File: config.mk
export PLATFORM = sky130hd
export DESIGN_NAME = spi_target_regfile
export DESIGN_NICKNAME = d
export VERILOG_FILES = /design/src/rtl/spi_target_regfile.sv
export SDC_FILE = /design/constraint.sdc
export NUM_CORES = 1
export LEC_CHECK = 0
export CORE_MARGIN = 1.5
export CORE_UTILIZATION = 30
export CTS_CLUSTER_SIZE = 25
export DETAILED_ROUTE_END_ITERATION = 7
export PLACE_DENSITY = 0.56
export SYNTH_ARGS = -nofsm -noshare
export SYNTH_HDL_FRONTEND = slang
export SYNTH_SLANG_ARGS = --single-unit
File: constraint.sdc
create_clock -name clk -period 1.96 [get_ports clk]
set_input_delay 0.196 -clock clk [delete_from_list [all_inputs] [get_ports clk]]
set_output_delay 0.196 -clock clk [all_outputs]
set_load 0.02 [all_outputs]
File: src/rtl/spi_target_regfile.sv
// -----------------------------------------------------------------------------
// spi_target_regfile
//   SPI mode-0 target with four read/write byte registers (addr 0-3) and one
//   read-only status byte (addr 4). Every SPI input is oversampled into the
//   system clock domain; nothing is clocked by SCK.
//
//   Frame: 16 bits, MSB first. Byte 0 = {R/W(1=read), 4'bx, addr[2:0]}.
//   Byte 1 = write data (ignored on reads). Byte 1 of MISO always returns the
//   addressed value as it was at the end of the command byte.
//
// Ports
//   clk           system clock (>= 8x SCK)
//   rst_n         asynchronous active-low reset
//   spi_sck_i     SPI clock, CPOL=0
//   spi_cs_n_i    active-low chip select
//   spi_mosi_i    master-out data
//   spi_miso_o    target-out data
//   spi_miso_oe   MISO output enable (inverted synchronized CS_N)
//   status_i      read-only status byte (addr 4)
//   regs_o        {reg3,reg2,reg1,reg0}
//   wr_strobe_o   one-clk pulse on register write commit
//   wr_addr_o     address of last committed write
//   busy_o        high from CS_N fall until CS_N rise
// -----------------------------------------------------------------------------
module spi_target_regfile #(
    parameter int unsigned SYNC_STAGES = 2,
    parameter logic [31:0] RESET_VAL   = 32'h0000_0000
) (
    input  logic        clk,
    input  logic        rst_n,
    input  logic        spi_sck_i,
    input  logic        spi_cs_n_i,
    input  logic        spi_mosi_i,
    output logic        spi_miso_o,
    output logic        spi_miso_oe,
    input  logic [7:0]  status_i,
    output logic [31:0] regs_o,
    output logic        wr_strobe_o,
    output logic [1:0]  wr_addr_o,
    output logic        busy_o
);

    typedef enum logic [1:0] {
        IDLE = 2'd0,
        CMD  = 2'd1,
        DATA = 2'd2,
        DONE = 2'd3
    } state_t;

    // ---------------------------------------------------------------- sync
    logic [SYNC_STAGES-1:0] sck_sync_q;
    logic [SYNC_STAGES-1:0] cs_sync_q;
    logic [SYNC_STAGES-1:0] mosi_sync_q;
    logic [SYNC_STAGES-1:0] vld_q;
    logic                   sck_dly_q;
    logic                   cs_dly_q;
    logic                   arm_q;

    logic sck_s, cs_s, mosi_s;
    logic sck_rise, sck_fall, cs_fall, cs_rise;

    always_ff @(posedge clk or negedge rst_n) begin
        if (!rst_n) begin
            sck_sync_q  <= '1;
            cs_sync_q   <= '1;
            mosi_sync_q <= '0;
            vld_q       <= '0;
            sck_dly_q   <= 1'b1;
            cs_dly_q    <= 1'b1;
            arm_q       <= 1'b0;
        end else begin
            sck_sync_q  <= {sck_sync_q[SYNC_STAGES-2:0], spi_sck_i};
            cs_sync_q   <= {cs_sync_q[SYNC_STAGES-2:0], spi_cs_n_i};
            mosi_sync_q <= {mosi_sync_q[SYNC_STAGES-2:0], spi_mosi_i};
            vld_q       <= {vld_q[SYNC_STAGES-2:0], 1'b1};
            sck_dly_q   <= sck_s;
            cs_dly_q    <= cs_s;
            // The CS synchronizer resets high, so a CS_N held low through
            // reset would look like a fresh fall. Only accept a fall once a
            // genuine post-reset high level has been seen on CS_N.
            arm_q       <= arm_q | (vld_q[SYNC_STAGES-1] & cs_s);
        end
    end

    assign sck_s    = sck_sync_q[SYNC_STAGES-1];
    assign cs_s     = cs_sync_q[SYNC_STAGES-1];
    assign mosi_s   = mosi_sync_q[SYNC_STAGES-1];
    assign sck_rise =  sck_s & ~sck_dly_q;
    assign sck_fall = ~sck_s &  sck_dly_q;
    assign cs_fall  = ~cs_s  &  cs_dly_q & arm_q;
    assign cs_rise  =  cs_s  & ~cs_dly_q;

    // ---------------------------------------------------------------- core
    state_t      state_q;
    logic [3:0]  bitcnt_q;
    logic [6:0]  shift_q;
    logic [7:0]  rdshift_q;
    logic        cmd_rd_q;
    logic [2:0]  cmd_addr_q;
    logic [31:0] regs_q;
    logic        miso_q;
    logic        strobe_q;
    logic [1:0]  wr_addr_q;
    logic        busy_q;

    logic [7:0]  new_byte;
    logic [7:0]  rd_val;

    assign new_byte = {shift_q, mosi_s};

    // Read value for the address carried by the command byte just completed.
    always_comb begin
        rd_val = '0;
        if (!new_byte[2])
            rd_val = regs_q[{new_byte[1:0], 3'b000} +: 8];
        else if (new_byte[1:0] == 2'd0)
            rd_val = status_i;
    end

    always_ff @(posedge clk or negedge rst_n) begin
        if (!rst_n) begin
            state_q    <= IDLE;
            bitcnt_q   <= '0;
            shift_q    <= '0;
            rdshift_q  <= '0;
            cmd_rd_q   <= 1'b0;
            cmd_addr_q <= '0;
            regs_q     <= RESET_VAL;
            miso_q     <= 1'b0;
            strobe_q   <= 1'b0;
            wr_addr_q  <= '0;
            busy_q     <= 1'b0;
        end else begin
            strobe_q <= 1'b0;
            case (state_q)
                IDLE: begin
                    if (cs_fall) begin
                        state_q  <= CMD;
                        bitcnt_q <= '0;
                        miso_q   <= 1'b0;
                        busy_q   <= 1'b1;
                    end
                end
                CMD: begin
                    miso_q <= 1'b0;
                    if (sck_rise) begin
                        shift_q  <= new_byte[6:0];
                        bitcnt_q <= bitcnt_q + 4'd1;
                        if (bitcnt_q == 4'd7) begin
                            cmd_rd_q   <= new_byte[7];
                            cmd_addr_q <= new_byte[2:0];
                            rdshift_q  <= rd_val;
                            state_q    <= DATA;
                        end
                    end
                end
                DATA: begin
                    if (sck_fall) begin
                        miso_q    <= rdshift_q[7];
                        rdshift_q <= {rdshift_q[6:0], 1'b0};
                    end
                    if (sck_rise) begin
                        shift_q  <= new_byte[6:0];
                        bitcnt_q <= bitcnt_q + 4'd1;
                        if (bitcnt_q == 4'd15) begin
                            if (!cmd_rd_q && !cmd_addr_q[2]) begin
                                regs_q[{cmd_addr_q[1:0], 3'b000} +: 8] <= new_byte;
                                strobe_q  <= 1'b1;
                                wr_addr_q <= cmd_addr_q[1:0];
                            end
                            state_q <= DONE;
                            miso_q  <= 1'b0;
                        end
                    end
                end
                DONE: begin
                    miso_q <= 1'b0;
                end
                default: state_q <= IDLE;
            endcase

            // Placed after the case so a commit on the same clk still lands
            // before the frame is abandoned.
            if (cs_rise) begin
                state_q <= IDLE;
                busy_q  <= 1'b0;
                miso_q  <= 1'b0;
            end
        end
    end

    assign spi_miso_o  = miso_q;
    assign spi_miso_oe = ~cs_s;
    assign regs_o      = regs_q;
    assign wr_strobe_o = strobe_q;
    assign wr_addr_o   = wr_addr_q;
    assign busy_o      = busy_q;

endmodule

== Word-level counts from Yosys, hierarchy flattened ==
Index checks and enable logic that the tools add are counted.

* Add/sub/neg operators: 2
* Bitwise logic cells: 11
* Shift-type cells: 3
* Reductions and logical operators: 19
* Muxes and demuxes: 30
* Equality and inequality tests: 15

{| class="wikitable"
|+ Operators by type and width
! operator !! count
|-
| $mux 8 || 5
|-
| $bwmux 32 || 1
|-
| $shift 8x7->32 const A || 1
|-
| $shiftx 32x6->8 || 1
|-
| $shiftx 8x7->32 || 1
|-
| $pmux 8 s2 || 1
|-
| $ne 3x3->1 const B || 5
|-
| $mux 1 || 12
|-
| $mux 2 || 6
|-
| $mux 4 || 2
|-
| $ne 2x2->1 const B || 4
|-
| $pmux 4 s2 || 1
|-
| $reduce_and 4->1 || 2
|-
| $reduce_bool 2->1 || 4
|-
| $neg 5->7 || 1
|-
| $and 1x1->1 || 6
|-
| $pmux 2 s3 || 1
|-
| $reduce_and 3->1 || 2
|-
| $reduce_and 6->1 || 1
|-
| $add 4x1->4 const B || 1
|-
| $eq 2x2->1 const B || 2
|-
| $eq 4x3->1 const B || 1
|-
| $eq 4x4->1 const B || 1
|-
| $logic_not 2->1 || 2
|-
| 10 further kinds || 16
|}

* Bits in registers: 73
* Word-level logic and storage cells: 98

== Depth between registers and ports, before layout ==
Gate-level depths: netlist of run 1.

* Word-level depth: 7
* Gate-level depth with buffers: 8
* Mapped depth without buffers: 6

== Least setup slack after synthesis of run 1 ==
Ideal clock, no wire load.

* Path type: register to register
* Start: reg state_q[0]
* End: reg state_q[0]
* Data required time: 1.883 ns
* Buffers on the path: 1
* Path slack: 0.095 ns
* Clock period less this slack: 1.865 ns
* Stages on the path, launching flop included: 8
* Data arrival time: 1.787 ns
* Cells stage by stage: dfrtp_1 inv_1 ha_1 clkbuf_1 o2bb2ai_1 a221o_1 or3_1 a21oi_1

* Cells in the longest elaborated chain, start to end: 3
* Elaborated cells on any way between the ends: 12
* Those cells by class: eq/ne: 7; mux: 2; reduce/logical: 3

{| class="wikitable"
|+ Ends and longest elaborated chain
! what !! line !! source
|-
| start, declared || 94 || <nowiki>state_t state_q;</nowiki>
|-
| start signal, assigned || 122 || <nowiki>state_q <= IDLE;</nowiki>
|-
| start signal, assigned || 138 || <nowiki>state_q <= CMD;</nowiki>
|-
| start signal, assigned || 153 || <nowiki>state_q <= DATA;</nowiki>
|-
| $eq 2x2->1 (tied with other cells) || 135 || <nowiki>case (state_q)</nowiki>
|-
| $ne 3x3->1 (no line) (tied with other cells) || - ||
|-
| $reduce_and 6->1 (no line) or $mux 2 (tied branches) || - ||
|}

Several ways; a longest one is shown, not always the timed one.
A chain may end at the register's enable or synchronous reset.

== Worst setup path in the final report of run 1 ==
* Start: reg state_q[1]
* End: reg state_q[0]

Same word-level chain as after synthesis.

==> flow_summary_export.csv, run 1 <==
group,metric,value,unit
synthesis,synth-adder-area-share,3.86,%
worst_setup_path,required,2220,ps
synthesis,ys_seq_area_share,51.4,%
global_routing,grt_pass1_wl,14.8,mm
die,initial_core_util,31.0,%
synthesis,synth-simple-area-share,16.7,%
pwr,p_per_area,1020,nW/um^2
run_status,status,"finished with violations",
place,portBuffers,50,
hold_path,hold_path_end,"sck_sync_q[0]",
synthesis,synthXorXnorAreaFrac,0,%
synthesis,async_flop_share,100,%
synthesis,synth_compound_area_share,16.6,%
synthesis,yosys-mux-area-fraction,7.92,%
synthesis,synth_top_family_by_area,"simple AND/OR/NAND/NOR gates",
global_routing,grt_pass1_vias,2822,
sta,setup_viol_count_final,0,
synthesis,synth_ff_type,"dfrtp_1",
sta,fmax,543,MHz
global_routing,grt.total_usage,15.1,%
clock_network,insertion_delay,340,ps
cells_and_area,multiInputGateArea,1620,sq um
synthesis,syn_avg_cell_area,10.3,sq um
pwr,p_leak,0.00193,uW
clock_network,htreeDepth,3,
die,die_h,112,um
clock_network,cts_buffer_depth,2,
sta,period_share,93.9,%
global_routing,grt_overflow,0,
detailed_routing,drc,7,
clock_network,cts-root-buf,"clkbuf_16",
place,placed_area,4330,sq um
detailed_routing,dr_total_vias,2734,
detailed_routing,wl_per_cell,15.7,um
sta,slew_violations,0,
synthesis,ys_types,45,
synthesis,synthCells,346,
synthesis,synth_top_area_cell,"dfrtp_1",
cells_and_area,nNetsFinal,437,
cells_and_area,layout-drive-gt1-share,18.4,%
global_routing,grt_max_degree,74,
hold_path,holdPathStages,1,
worst_setup_path,arrival,2100,ps
place,dp_slack,-23.5,ps
hold_path,hold_start,"spi_sck_i",
place,place.gp.congestion,0.781,
hold_path,holdCritPathClass,"in -> reg",
detailed_routing,antenna_left,0,
die,fp.coreArea,11500,sq um
die,die_x,112,um
detailed_routing,routed_via_density,4.87,
clock_network,numCtsBuffers,9,
cells_and_area,area_growth,30.1,%
synthesis,synth_warnings,0,
worst_setup_path,regToRegStartpoint,"state_q[1]",
worst_setup_path,rr_endpoint,"state_q[0]",
run,max_cap_viol_count,0,
clock_network,cts.sinks,73,
sta,min_period,1840,ps
global_routing,antenna_found_initial,0,
cells_and_area,num-fill-cells,1161,
sta,slew_headroom,63.7,%
worst_setup_path,reg2reg_slack,120,ps
die,num_rows,39,
clock_network,clk_pin_slew,50,ps
worst_setup_path,worstSetupPathType,"reg -> reg",
die,ioPinCount,51,
sta,hold_viol,0,
die,die-area,12600,sq um
worst_setup_path,worstSetupEndpointType,"register",
pwr,irDropWorstVdd,0.414,mV
synthesis,synthTopCellsByArea,"dfrtp_1, nand2_1, o21ai_0, mux2_2, dfstp_2",
synthesis,synth-edff-count,0,
run_status,violations,"DRC",
synthesis,syn_area,3570,sq um
place,dp_hpwl,6.08,mm
detailed_routing,drt_first_pass_iters,7,
sta,tightest_slew,545,ps
detailed_routing,drt_iter0_markers,167,
synthesis,synth-seq-cells,73,
synthesis,synth.top_cell.area_share,47.0,%
sta,grt_setup_unrepaired,"false",
cells_and_area,regArea,1830,sq um
synthesis,synth.net_count,370,
worst_setup_path,crit_path_max_fanout,7,
sta,skew,6.12,ps
sta,fin_ws,120,ps
cells_and_area,design_area,4640,sq um
detailed_routing,wirelength,8.78,mm
clock_network,cts_tree,"yes",
cells_and_area,postLayoutCoreUtil,40.3,%
worst_setup_path,startpoint,"state_q[1]",
worst_setup_path,cp-start-kind,"register",
cells_and_area,antenna_cells,0,
worst_setup_path,reg2regPathDepth,6,
## Yosys cell counts (all sizes together) (4+ instances only)
| master | n |
|---|---|
| a21oi | 4 |
| a221oi | 7 |
| and2b | 5 |
| buf | 11 |
| clkbuf | 6 |
| dfrtp | 67 |
| dfstp | 6 |
| ha | 11 |
| inv | 8 |
| mux2 | 18 |
| mux2i | 8 |
| nand2 | 76 |
| nand3b | 9 |
| nand4 | 6 |
| nor2 | 5 |
| nor3b | 4 |
| o21ai | 54 |
| o31ai | 8 |
## layout make-up
| type | instances | area share (%) |
|---|---|---|
| flip-flops and latches | 73 | 39.5 |
| clock buffers | 14 | 6.12 |
| inverters | 9 | 0.728 |
| repair buffers | 73 | 14.8 |
| well taps | 143 | 3.85 |
| clock inverters | 2 | 0.216 |
| multi-input cells | 247 | 34.8 |
## cell usage in the layout, fill, tap and decap left out, types with 2 or more instances in the layout
cell type        instances
and3_1                   2
dfstp_2                  6
a21o_1                   3
inv_1                    8
nand2b_1                 2
nand3_1                  2
nor2_1                   5
clkbuf_16                9
a21oi_1                  4
a31oi_1                  2
clkinv_2                 2
and2b_1                  5
a221oi_1                 7
o211ai_1                 2
dfrtp_1                 67
ha_1                    10
nand4_1                  6
nand3b_1                 9
nand2_1                 76
mux2_2                  18
buf_4                   22
o21ai_0                 53
mux2i_1                  8
clkdlybuf4s50_1         49
nor3b_1                  3
clkbuf_8                 4
o31ai_2                  7
nor2b_1                  3
## state kept, by name (all words and copies together), names as in the netlist
register / flops
wr_strobe_o: 1
shift_q: 7
vld_q: 2
sck_sync_q: 2
regs_o: 32
cs_sync_q: 2
rdshift_q: 8
bitcnt_q: 4
mosi_sync_q: 2
wr_addr_o: 2
cmd_addr_q: 3
state_q: 2
cmd_rd_q: 1
busy_o: 1
spi_miso_o: 1
cs_dly_q: 1
sck_dly_q: 1
arm_q: 1
## through the flow
| step | total power [uW] | hold WS [ps] | std cells | TNS, ps |
|---|---|---|---|---|
| 2_1_floorplan | 2700 | -99.6 | 346 | 0 |
| 3_3_place_gp | 3080 | 246 | 543 | 0 |
| 3_5_place_dp | 3120 | 249 | 543 | -83.3 |
| 4_1_cts | 4750 | 254 | 560 | 0 |
| 5_1_grt | 5000 | 268 | 561 | 0 |
| 6_report | 4720 | 261 | 561 | 0 |
## repair_timing
item | CTS | global route
hold buffers | 1 | 0
endpoints found under the setup margin | 8 | 7
resized for setup | 1 | 2
endpoints found under the hold margin | 67 | 0
setup buffers | 0 | 1
## worst max path at each step
| stage | end | slack, ps |
|---|---|---|
| 2_1_floorplan | state_q[0] | 100 |
| 3_5_place_dp | rdshift_q[6] | -20 |
| 5_1_grt | state_q[0] | 10 |
| 3_3_place_gp | rdshift_q[1] | 40 |
| 4_1_cts | state_q[0] | 40 |
| 6_report | state_q[0] | 120 |
## power by group
part | internal (uW) | switching (uW)
combinational | 558 | 639
sequential | 1700 | 209
clock | 991 | 622
total | 3250 | 1470
## cell families after synthesis
kind of cell	Yosys count
muxes	26
other	1
buffers and inverters	26
and+or+nand+nor	121
DFF	73
adders and majority gates	11
AOI/OAI and AO/OA	88
## critical path, stage by stage, from the launching register on
cell and delay (ps):
dfrtp_1 420, inv_1 120, ha_1 310, o2bb2ai_1 110, a221o_1 320, or3_1 360, a21oi_1 140
## per-layer routing
metal	wire [um]	GRT usage, %
met1	4070	19.9
met2	4240	24.4
met3	293	2.65
met4	180	7.17
met5	0	0
Power figures use the tool's default switching activity.
==> run 2: changes to the inputs <==
==> constraint.sdc (replaced) <==
create_clock -name clk -period 1.96 [get_ports clk]
set_input_delay 0.294 -clock clk [delete_from_list [all_inputs] [get_ports clk]]
set_output_delay 0.294 -clock clk [all_outputs]
set_load 0.02 [all_outputs]
==> flow_summary_export.csv, run 2 (same netlist as run 1, synthesis figures left out) <==
group,metric,value,unit
pwr,p_leak,0.00190,uW
clock_network,htreeDepth,3,
sta,tightest_slew,602,ps
sta,hold_slack,355,ps
die,die-area,12600,sq um
sta,min_period,1850,ps
clock_network,cts_tree,"yes",
global_routing,grt_pass1_vias,2775,
pwr,power_frac_comb,25.2,%
clock_network,cts-root-buf,"clkbuf_16",
run_status,violations,"DRC",
detailed_routing,drt_iter0_markers,142,
cells_and_area,antenna_cells,0,
detailed_routing,wl_per_cell,15.6,um
cells_and_area,final_cell_mix,"nand2_1, dfrtp_1, o21ai_0",
die,die_x,112,um
global_routing,grt_pass1_wl,14.5,mm
cells_and_area,nNetsFinal,433,
clock_network,post_cts_buffers,0,
die,num_rows,39,
clock_network,insertion_delay,340,ps
hold_path,holdPathStages,0,
place,portBuffers,50,
cells_and_area,layout-drive-gt1-share,17.9,%
clock_network,cts_buffer_depth,2,
detailed_routing,antenna_left,0,
global_routing,grt_overflow,0,
die,fp.coreArea,11500,sq um
worst_setup_path,max_stage_delay,410,ps
run_status,status,"finished with violations",
worst_setup_path,reg2regPathDepth,6,
global_routing,grt.total_usage,14.9,%
worst_setup_path,cp.buffers_inverters,1,
sta,fmax,539,MHz
pwr,seqPwrFrac,41.4,%
hold_path,holdCritPathClass,"reg -> reg",
worst_setup_path,required,2200,ps
clock_network,clk_pin_slew,60,ps
cells_and_area,final_common_cell,"nand2_1",
run,max_cap_viol_count,0,
worst_setup_path,path_depth,6,
sta,hold_viol,0,
die,initial_core_util,31.0,%
clock_network,cts.sinks,73,
worst_setup_path,arrival,2100,ps
worst_setup_path,cp-start-kind,"register",
pwr,sw_frac_of_total,32.0,%
detailed_routing,routed_via_density,4.86,
detailed_routing,drt_first_pass_iters,6,
detailed_routing,drc,7,
worst_setup_path,reg2reg_slack,110,ps
die,ioPinCount,51,
hold_path,hold_path_end,"cs_sync_q[1]",
place,place.gp.congestion,0.774,
clock_network,numCtsBuffers,9,
sta,period_share,94.6,%
detailed_routing,dr_total_vias,2709,
worst_setup_path,critPathSlowestCell,"dfrtp_1",
pwr,power,4650,uW
die,die_h,112,um
sta,setup_viol_count_final,0,
worst_setup_path,regToRegStartpoint,"state_q[1]",
worst_setup_path,critPathTopFamily,"compound AO/OA/AOI/OAI gates",
sta,slew_violations,0,
global_routing,antenna_found_initial,0,
cells_and_area,area_growth,29.3,%
sta,grt_setup_unrepaired,"false",
pwr,p_per_area,1010,nW/um^2
pwr,power.switching,1490,uW
pwr,clockPowerShare,33.5,%
worst_setup_path,worstSetupPathType,"reg -> reg",
worst_setup_path,worstSetupEndpointType,"register",
place,dp_hpwl,5.97,mm
global_routing,grt_max_degree,54,
sta,skew,5.70,ps
sta,slew_headroom,59.7,%
pwr,p_int,3160,uW
detailed_routing,wirelength,8.71,mm
cells_and_area,num-fill-cells,1127,
worst_setup_path,crit_path_max_fanout,8,
worst_setup_path,worstPathCellList,"inv_1, ha_1, nor2_1, a211o_4, or2_4, o31ai_2",
hold_path,hold_start,"cs_sync_q[0]",
worst_setup_path,rr_endpoint,"rdshift_q[2]",
cells_and_area,largest_reg_flops,32,
pwr,irDropWorstVdd,0.491,mV
==> run 2: layer usage <==
metal	wire [um]	vias to the layer above	GRT usage (%)
met1	3980	1302	18.4
met3	290	16	3.13
met4	262	0	7.59
met5	0	-	0
met2	4180	48	24.7
li1	-	1343	-
==> run 2: metrics by stage <==
stage / util, % / cells / instance area [sq um] / setup WS (ps) / TNS [ps]
after CTS: 40.0 / 557 / 4610 / 4.03 / 0
after detailed placement: 37.5 / 540 / 4320 / -63.6 / -351
after global placement: 37.5 / 540 / 4320 / 0.883 / 0
after floorplan: - / 346 / 3570 / 95.2 / 0
final: 40.1 / 557 / 4610 / 105 / 0
after global routing: 40.1 / 557 / 4610 / 0.299 / 0
==> run 2: repair_timing <==
item / 4_1_cts / 5_1_grt
gates resized for setup: 1 / 2
hold endpoints to repair: 20 / 0
setup endpoints to repair: 8 / 11
hold buffers: 1 / 0
==> run 2: worst max-delay path by stage <==
stage,from,to,slack (ps)
floorplan,state_q[0],state_q[0],100
global placement,state_q[0],rdshift_q[4],0.9
detailed placement,state_q[0],rdshift_q[6],-60
CTS,state_q[0],rdshift_q[1],4
global route,state_q[1],rdshift_q[3],0.3
finish,state_q[1],rdshift_q[2],110
==> run 2: final cells by class <==
| type | count | area, sq um | area share, % |
|---|---|---|---|
| timing repair buffer | 69 | 668 | 14.5 |
| multi-input combinational | 247 | 1620 | 35.0 |
| clock buffer | 11 | 253 | 5.48 |
| clock inverter | 5 | 30.0 | 0.651 |
| sequential | 73 | 1830 | 39.8 |
| inverter | 9 | 33.8 | 0.732 |
| tap | 143 | 179 | 3.88 |
==> run 2: power by group through the flow <==
stage                     sequential (uW)  combinational [uW]  clock [uW]
after floorplan                      1860                 844           0
after global placement               1940                1140           0
after detailed placement             1950                1160           0
after CTS                            1930                1170        1580
after global routing                 1960                1300        1660
final                                1920                1170        1560
==> run 3: changes to the inputs <==
Settings changed: CORE_UTILIZATION 30 to 31, PLACE_DENSITY 0.56 to 0.57.
==> flow_summary_export.csv, run 3 (same netlist as run 1, synthesis figures left out) <==
group,metric,value,unit
cells_and_area,largest_reg_flops,32,
pwr,irDropWorstVdd,0.412,mV
cells_and_area,area_growth,29.4,%
worst_setup_path,worstPathCellList,"inv_1, ha_1, nor2_1, a211o_4, buf_4, o21ai_0, o31ai_4",
pwr,power.switching,1460,uW
pwr,p_leak,0.00190,uW
pwr,seqPwrFrac,42.1,%
clock_network,cts_tree,"yes",
sta,grt_setup_unrepaired,"true",
clock_network,clk_pin_slew,60,ps
clock_network,cts-root-buf,"clkbuf_16",
global_routing,grt_pass1_vias,2714,
cells_and_area,final_common_cell,"nand2_1",
worst_setup_path,regToRegStartpoint,"state_q[1]",
sta,fmax,530,MHz
place,dp_slack,-2.72,ps
clock_network,numCtsBuffers,9,
pwr,p_int,3130,uW
clock_network,cts_buffer_depth,2,
sta,tightest_slew,615,ps
die,die_x,110,um
worst_setup_path,required,2160,ps
clock_network,htreeDepth,3,
sta,min_period,1890,ps
worst_setup_path,cp.buffers_inverters,2,
clock_network,insertion_delay,330,ps
hold_path,holdCritPathClass,"reg -> reg",
worst_setup_path,crit_path_max_fanout,8,
die,die-area,12200,sq um
detailed_routing,drt_iter0_markers,137,
worst_setup_path,critPathTopFamily,"compound AO/OA/AOI/OAI gates",
worst_setup_path,worstSetupPathType,"reg -> reg",
sta,slew_headroom,59.0,%
detailed_routing,wirelength,8.81,mm
sta,period_share,96.3,%
global_routing,grt_max_degree,48,
cells_and_area,fin_cells,557,
cells_and_area,final_cell_mix,"nand2_1, dfrtp_1, o21ai_0",
worst_setup_path,worstSetupEndpointType,"register",
place,placed_area,4320,sq um
global_routing,grt_pass1_wl,14.1,mm
hold_path,hold_start,"vld_q[0]",
detailed_routing,routed_via_density,4.92,
detailed_routing,antenna_left,0,
pwr,power_frac_comb,25.5,%
die,fp.coreArea,11300,sq um
global_routing,grt_overflow,0,
place,dp_hpwl,6.19,mm
worst_setup_path,critPathSlowestCell,"dfrtp_1",
clock_network,cts.sinks,73,
clock_network,post_cts_buffers,0,
pwr,clockPowerShare,32.4,%
global_routing,antenna_found_initial,0,
worst_setup_path,cp-start-kind,"register",
place,portBuffers,50,
sta,setup_viol_count_final,0,
sta,slew_violations,0,
die,initial_core_util,31.5,%
cells_and_area,antenna_cells,0,
pwr,p_per_area,995,nW/um^2
die,num_rows,39,
pwr,sw_frac_of_total,31.9,%
worst_setup_path,arrival,2090,ps
sta,hold_viol,0,
detailed_routing,dr_total_vias,2738,
pwr,power,4590,uW
worst_setup_path,max_stage_delay,420,ps
die,ioPinCount,51,
detailed_routing,drc,0,
worst_setup_path,startpoint,"state_q[1]",
run,max_cap_viol_count,0,
run_status,status,"finished clean",
detailed_routing,drt_first_pass_iters,4,
sta,fin_ws,72.0,ps
cells_and_area,num-fill-cells,1117,
place,dp.cells,541,
detailed_routing,wl_per_cell,15.8,um
place,place.gp.congestion,0.798,
sta,skew,7.71,ps
cells_and_area,layout-drive-gt1-share,17.6,%
cells_and_area,nNetsFinal,434,
global_routing,grt.total_usage,15.5,%
cells_and_area,design_area,4620,sq um
die,die_h,110,um
-- run 3: cell count changes in the layout (fill, tap and decap cells not counted) --
cell / before / now
and3_4: 0 / 1
clkinvlp_4: 2 / 1
clkbuf_1: 0 / 2
buf_6: 0 / 3
o21ai_0: 53 / 52
clkbuf_8: 2 / 1
and3_1: 2 / 1
buf_4: 17 / 15
o21ai_1: 1 / 2
clkinv_2: 3 / 2
-- run 3: repair_timing --
item | CTS | global route
resized for setup | 1 | 7
endpoints found under the hold margin | 20 | 0
pin swaps | 0 | 0
hold buffers | 1 | 0
endpoints found under the setup margin | 6 | 30
-- run 3: metrics by stage --
| step | TNS (ps) | util, % | hold WS (ps) |
|---|---|---|---|
| 5_1_grt | -26.4 | 40.8 | 352 |
| 3_5_place_dp | -5.49 | 38.2 | 246 |
| 3_3_place_gp | 0 | 38.2 | 245 |
| 4_1_cts | 0 | 40.6 | 348 |
| 2_1_floorplan | 0 | - | -1.59 |
| 6_report | 0 | 40.8 | 346 |
-- run 3: path summary, 6_finish.rpt --
| check | end | slack [ps] | depth (start not counted) |
|---|---|---|---|
| min in group asynchronous | regs_o[11] | 430 | 2 |
| worst min register to register | vld_q[1] | 350 | 0 |
| worst max register to register | rdshift_q[1] | 70 | 7 |
| worst max-delay path | rdshift_q[1] | 70 | 7 |
| max in group asynchronous | shift_q[2] | 950 | 3 |
| worst min-delay path | vld_q[1] | 350 | 0 |
-- run 3: area by class of cell --
| type | instances | area [sq um] | area share (%) |
|---|---|---|---|
| Clock buffer | 12 | 246 | 5.34 |
| Multi-Input combinational cell | 247 | 1620 | 35.1 |
| Inverter | 9 | 33.8 | 0.731 |
| Clock inverter | 3 | 17.5 | 0.379 |
| Tap cell | 143 | 179 | 3.87 |
| Sequential cell | 73 | 1830 | 39.7 |
| Timing Repair Buffer | 70 | 687 | 14.9 |
-- run 3: power by group through the flow --
stage	clock, uW	sequential (uW)	combinational (uW)
final	1490	1940	1170
after global placement	0	1950	1140
after CTS	1530	1930	1180
after floorplan	0	1860	844
after detailed placement	0	1960	1170
after global routing	1590	1970	1300
-- run 3: per-layer routing --
layer  global-route usage (%)  wire length, um
met3                     3.12              275
met2                     24.9             4320
met1                     20.3             4040
met4                     6.59              170
met5                        0                0
